<file path="src/rtl/alu_sequencer.sv">
// Command sequencer in front of a combinational ALU: accepts one command, holds it
// on the ALU for SETTLE cycles, captures the result into the accumulator, then pulses done.
module alu_sequencer #(
    parameter int WIDTH  = 16,
    parameter int SETTLE = 1
) (
    input  logic             clk,
    input  logic             rst,
    input  logic             cmdValid,
    output logic             cmdReady,
    input  logic [3:0]       cmdOp,
    input  logic [WIDTH-1:0] cmdData,
    output logic [3:0]       aluOp,
    output logic [WIDTH-1:0] aluA,
    output logic [WIDTH-1:0] aluB,
    input  logic [WIDTH-1:0] aluResult,
    input  logic             aluCarry,
    output logic [WIDTH-1:0] accOut,
    output logic             carryFlag,
    output logic             errFlag,
    output logic             doneValid,
    output logic             busy
);

    localparam logic [1:0] IDLE = 2'd0;
    localparam logic [1:0] EXEC = 2'd1;
    localparam logic [1:0] DONE = 2'd2;

    localparam logic [3:0] OP_ADD   = 4'b1000;
    localparam logic [3:0] OP_SUB   = 4'b1001;
    localparam logic [3:0] OP_CLEAR = 4'b1111;

    localparam logic [3:0] SETTLE_CNT = 4'(SETTLE);

    logic [1:0]       state_reg;
    logic [3:0]       cnt_reg;
    logic [3:0]       op_reg;
    logic [WIDTH-1:0] data_reg;
    logic [WIDTH-1:0] acc_reg;
    logic             carry_reg;
    logic             err_reg;

    // Opcode legality table: 0111 and 1100..1110 are holes in the ALU opcode map.
    logic [15:0] legal_map;
    genvar gi;
    generate
        for (gi = 0; gi < 16; gi++) begin : g_legal
            localparam bit ILLEGAL = (gi == 7) || ((gi >= 12) && (gi <= 14));
            assign legal_map[gi] = !ILLEGAL;
        end
    endgenerate

    logic op_legal;
    assign op_legal = legal_map[op_reg];

    always_ff @(posedge clk) begin
        if (rst) begin
            state_reg <= IDLE;
            cnt_reg   <= 4'd0;
            op_reg    <= OP_CLEAR;
            data_reg  <= '0;
            acc_reg   <= '0;
            carry_reg <= 1'b0;
            err_reg   <= 1'b0;
        end else begin
            case (state_reg)
                IDLE: begin
                    if (cmdValid) begin
                        op_reg    <= cmdOp;
                        data_reg  <= cmdData;
                        cnt_reg   <= SETTLE_CNT;
                        state_reg <= EXEC;
                    end
                end
                EXEC: begin
                    if (cnt_reg == 4'd1) begin
                        cnt_reg   <= 4'd0;
                        state_reg <= DONE;
                        if (op_reg == OP_CLEAR) begin
                            acc_reg   <= '0;
                            carry_reg <= 1'b0;
                            err_reg   <= 1'b0;
                        end else if (!op_legal) begin
                            err_reg <= 1'b1;
                        end else begin
                            acc_reg <= aluResult;
                            if ((op_reg == OP_ADD) || (op_reg == OP_SUB)) begin
                                carry_reg <= aluCarry;
                            end
                        end
                    end else begin
                        cnt_reg <= cnt_reg - 4'd1;
                    end
                end
                DONE: begin
                    state_reg <= IDLE;
                end
                default: begin
                    state_reg <= IDLE;
                end
            endcase
        end
    end

    // Outputs decode from registered state only, so doneValid/busy are glitch-free.
    always_comb begin
        cmdReady  = (state_reg == IDLE);
        busy      = (state_reg != IDLE);
        doneValid = (state_reg == DONE);
        aluOp     = OP_CLEAR;
        aluA      = acc_reg;
        aluB      = '0;
        if (state_reg == EXEC) begin
            aluOp = op_legal ? op_reg : OP_CLEAR;
            aluB  = data_reg;
        end
    end

    assign accOut    = acc_reg;
    assign carryFlag = carry_reg;
    assign errFlag   = err_reg;

endmodule

</file>
<file path="config.mk">
export PLATFORM = sky130hd
export DESIGN_NAME = alu_sequencer
export DESIGN_NICKNAME = d
export VERILOG_FILES = /design/src/rtl/alu_sequencer.sv
export SDC_FILE = /design/constraint.sdc
export NUM_CORES = 1
export LEC_CHECK = 0
export BUFFER_PORTS_ARGS = -buffer_cell sky130_fd_sc_hd__clkbuf_2
export CORE_MARGIN = 10
export CORE_UTILIZATION = 42
export DETAILED_ROUTE_END_ITERATION = 16
export GPL_ROUTABILITY_DRIVEN = 0
export GPL_TIMING_DRIVEN = 0
export PLACE_DENSITY = 0.83
export SLEW_MARGIN = 15
export SYNTH_ARGS = -nofsm -noshare
export SYNTH_HDL_FRONTEND = slang
export SYNTH_SLANG_ARGS = --single-unit
</file>
<file path="constraint.sdc">
create_clock -name clk -period 1.65 [get_ports clk]
set_clock_uncertainty 0.05 [all_clocks]
set_input_delay 0.0825 -clock clk [delete_from_list [all_inputs] [get_ports clk]]
set_output_delay 0.0825 -clock clk [all_outputs]
set_load 0.03 [all_outputs]
</file>
==> results.py <==
metrics = {
    "detailed_routing": {
        "drt-pass1-iter-count": 5,
        "wire_per_inst_um": 14.9,
        "routed_wl_um": 7100,
        "dr_total_vias": 2312,
        "drtIter0Drc": 102,
        "ant_nets": 0,
        "detail_route.vias_per_cell": 4.85,
        "drc": 0,
    },
    "setup_path": {
        "path_common_cell": "buf_6",
        "criticalPathCategory": "reg -> reg",
        "cp-end-kind": "register",
        "slowest_stage": "or3b_1",
        "start_kind": "register",
        "critPathMaxFanout": 6,
        "worstPathCellList": "inv_2, ha_4, or3b_1, buf_6, a211oi_4, buf_6, o32ai_1",
        "max_stage_delay_ns": 0.35,
        "cp.required_ns": 1.78,
        "critPathArrivalTime_ns": 1.82,
    },
    "place": {
        "io_buffers": 95,
        "dp_hpwl_um": 4810,
        "place_ws_ns": -0.172,
        "dpl_cell_area_um2": 2750,
    },
    "sta": {
        "period_share": 1.02,
        "maxSlewViolCount": 0,
        "tightest_slew_ns": 0.477,
        "tns_ns": -0.335,
        "rsz0062_at_grt": "yes",
        "hold_viol": 0,
        "final.min_clock_period_ns": 1.68,
        "slew_headroom": 0.681,
        "fin_ws_ns": -0.0313,
        "setup_viol": 14,
        "max_freq_mhz": 595,
    },
    "yosys": {
        "avgSynthCellArea_um2": 8.36,
        "synthesis.instances": 262,
        "synthArstFlopShare": 0,
        "yosysWarnings": 0,
        "synth_top_area_share": 0.411,
        "netlist_area_um2": 2190,
        "synth_edf_count": 0,
        "ys_seq_elements": 45,
        "ys_seq_area_frac": 0.411,
        "syn-num-nets": 304,
        "ys_types": 36,
        "ys.flop_type": "dfxtp_1",
        "post-synth-top-area-cell": "dfxtp_1",
        "yosys-top-cells-area": "dfxtp_1, nand2_1, o32ai_1",
    },
    "pwr": {
        "p_seq_frac": 0.427,
        "peakVddDrop_v": 0.000545,
        "power.leakage_nw": 1.57,
        "powerDensity_nw_per_um2": 822,
        "power_frac_clock": 0.313,
        "swShare": 0.300,
        "p_comb_frac": 0.261,
        "power.switching_uw": 853,
        "p_int_mw": 1.99,
    },
    "cts": {
        "cts-root-buf": "clkbuf_8",
        "cts_made_buffers": 5,
        "cts_sinks": 45,
        "insertion_delay_ns": 0.30,
        "htree_num_levels": 2,
        "clkTransAtPathRegs_ns": 0.09,
        "cts_buffer_depth": 2,
        "cts_tree": "built",
    },
    "floorplan": {
        "ioPinCount": 97,
        "start_util": 0.431,
        "die_h_um": 92.2,
        "row_count": 26,
        "die_area_um2": 8500,
        "core-area_um2": 5070,
        "die_x_um": 92.2,
    },
    "global_routing": {
        "grt_usage": 0.164,
        "grt_antenna_before_repair": 0,
        "grt_max_degree": 15,
        "gr-total-overflow": 0,
        "grt_pass1_vias": 2382,
        "grt_first_pass_wirelength_um": 11600,
    },
    "cells_and_area": {
        "nets": 448,
        "final_cell_area_um2": 3460,
        "drive_gt1_frac": 0.396,
        "diodes": 0,
        "area_growth_pct": 58.0,
    },
    "run_status": {
        "violations": "negative setup slack",
        "status": "complete, but fails checks",
    },
    "worst_hold_path": {
        "hold_class": "in -> reg",
    },
    "flow_run": {
        "drv_cap": 0,
    },
}
[layout make-up]
type | instances | area (um2)
multi-input cells | 161 | 1050
clock inverters | 2 | 37.5
plain buffers | 34 | 255
fillers | 399 | 1620
flip-flops and latches | 45 | 915
repair buffers | 138 | 952
well taps | 70 | 87.6
inverters | 21 | 78.8
clock buffers | 6 | 82.6
[metal layers]
metal | track usage | share of wire | up-vias
met1 | 0.175 | 0.40 | 1068
met4 | 0.0347 | 0.0083 | 0
met3 | 0.0831 | 0.098 | 5
met5 | 0 | 0 | -
li1 | - | - | 1149
met2 | 0.284 | 0.49 | 90
[cell usage in the layout, fill, tap and decap left out, types with 3 or more instances in the layout]
cell type      instances
dfxtp_4                3
nand2b_1              18
buf_4                 35
nor2_1                 3
o32ai_1               12
nand3b_1               4
nor3_1                 3
buf_6                  8
and2_1                16
clkbuf_1               3
buf_2                  5
inv_1                 20
or3_1                  4
dlygate4sd3_1         35
nand2_1               45
a21oi_1               18
clkbuf_4               6
dfxtp_1               40
o32ai_2                6
clkbuf_8               7
clkbuf_2              77
[path summary, 6_finish.rpt]
check,startpoint,end,slack [ns],cells past startpoint
worst min register to register,data_reg[7],data_reg[7],0.40,2
worst max-delay path,cnt_reg[1],accOut[0],-0.03,7
worst min-delay path,rst,carryFlag,0.04,3
worst max register to register,cnt_reg[1],accOut[0],-0.03,7
[timing repair]
action / CTS / global route
pin swaps: 1 / 2
resized for setup: 34 / 48
setup buffers: 4 / 3
hold endpoints to repair: 34 / 1
hold buffers: 34 / 1
endpoints found under the setup margin: 46 / 54
gates cloned: 1 / 0
[synth_stat cells, types with 2 or more instances]
master / count
nor3b_1: 2
nand2_1: 45
clkbuf_1: 9
and2_1: 16
a31oi_1: 2
o32ai_1: 18
nor2_1: 3
ha_1: 2
buf_6: 3
buf_2: 5
nor3_1: 3
o32a_2: 2
nand4_1: 2
buf_4: 17
or3_1: 5
nand3b_1: 4
o211ai_1: 2
inv_1: 21
and3b_1: 2
a211oi_1: 2
nor2b_1: 2
a21boi_0: 2
a21oi_1: 18
nand2b_1: 19
dfxtp_1: 45
[stage by stage]
stage	cells	utilization	power, mW	hold slack (ns)
2_1_floorplan	262	-	1.64	0.153
3_3_place_gp	427	0.542	1.80	0.256
3_5_place_dp	427	0.542	1.82	0.260
4_1_cts	474	0.660	2.82	0.00920
5_1_grt	477	0.682	2.99	0.0337
6_report	477	0.682	2.84	0.0423
[critical path, delay by kind of cell, from the launching register on]
| kind | cells | cell delay, ns |
|---|---|---|
| fa+ha+maj | 1 | 0.12 |
| flops | 1 | 0.33 |
| compound gates | 2 | 0.32 |
| buf+inv | 3 | 0.38 |
| simple gates | 1 | 0.35 |
[power by group through the flow]
stage | sequential [mW] | combinational [mW] | clock (mW)
final | 1.21 | 0.742 | 0.889
after global routing | 1.22 | 0.808 | 0.961
after floorplan | 1.24 | 0.392 | 0
after global placement | 1.23 | 0.568 | 0
after detailed placement | 1.23 | 0.584 | 0
after CTS | 1.21 | 0.705 | 0.900
[kinds of logic (layout without fill, tap and decap cells)]
group           count (synthesis)  in the layout  share of synthesized area
compound gates                 50             50                      0.170
simple gates                  108            108                      0.262
mux                             1              1                    0.00457
flops                          45             45                      0.411
fa+ha+maj                       2              2                     0.0114
buf+inv                        56            201                      0.141
No activity file was read; power rests on OpenSTA's default activity.
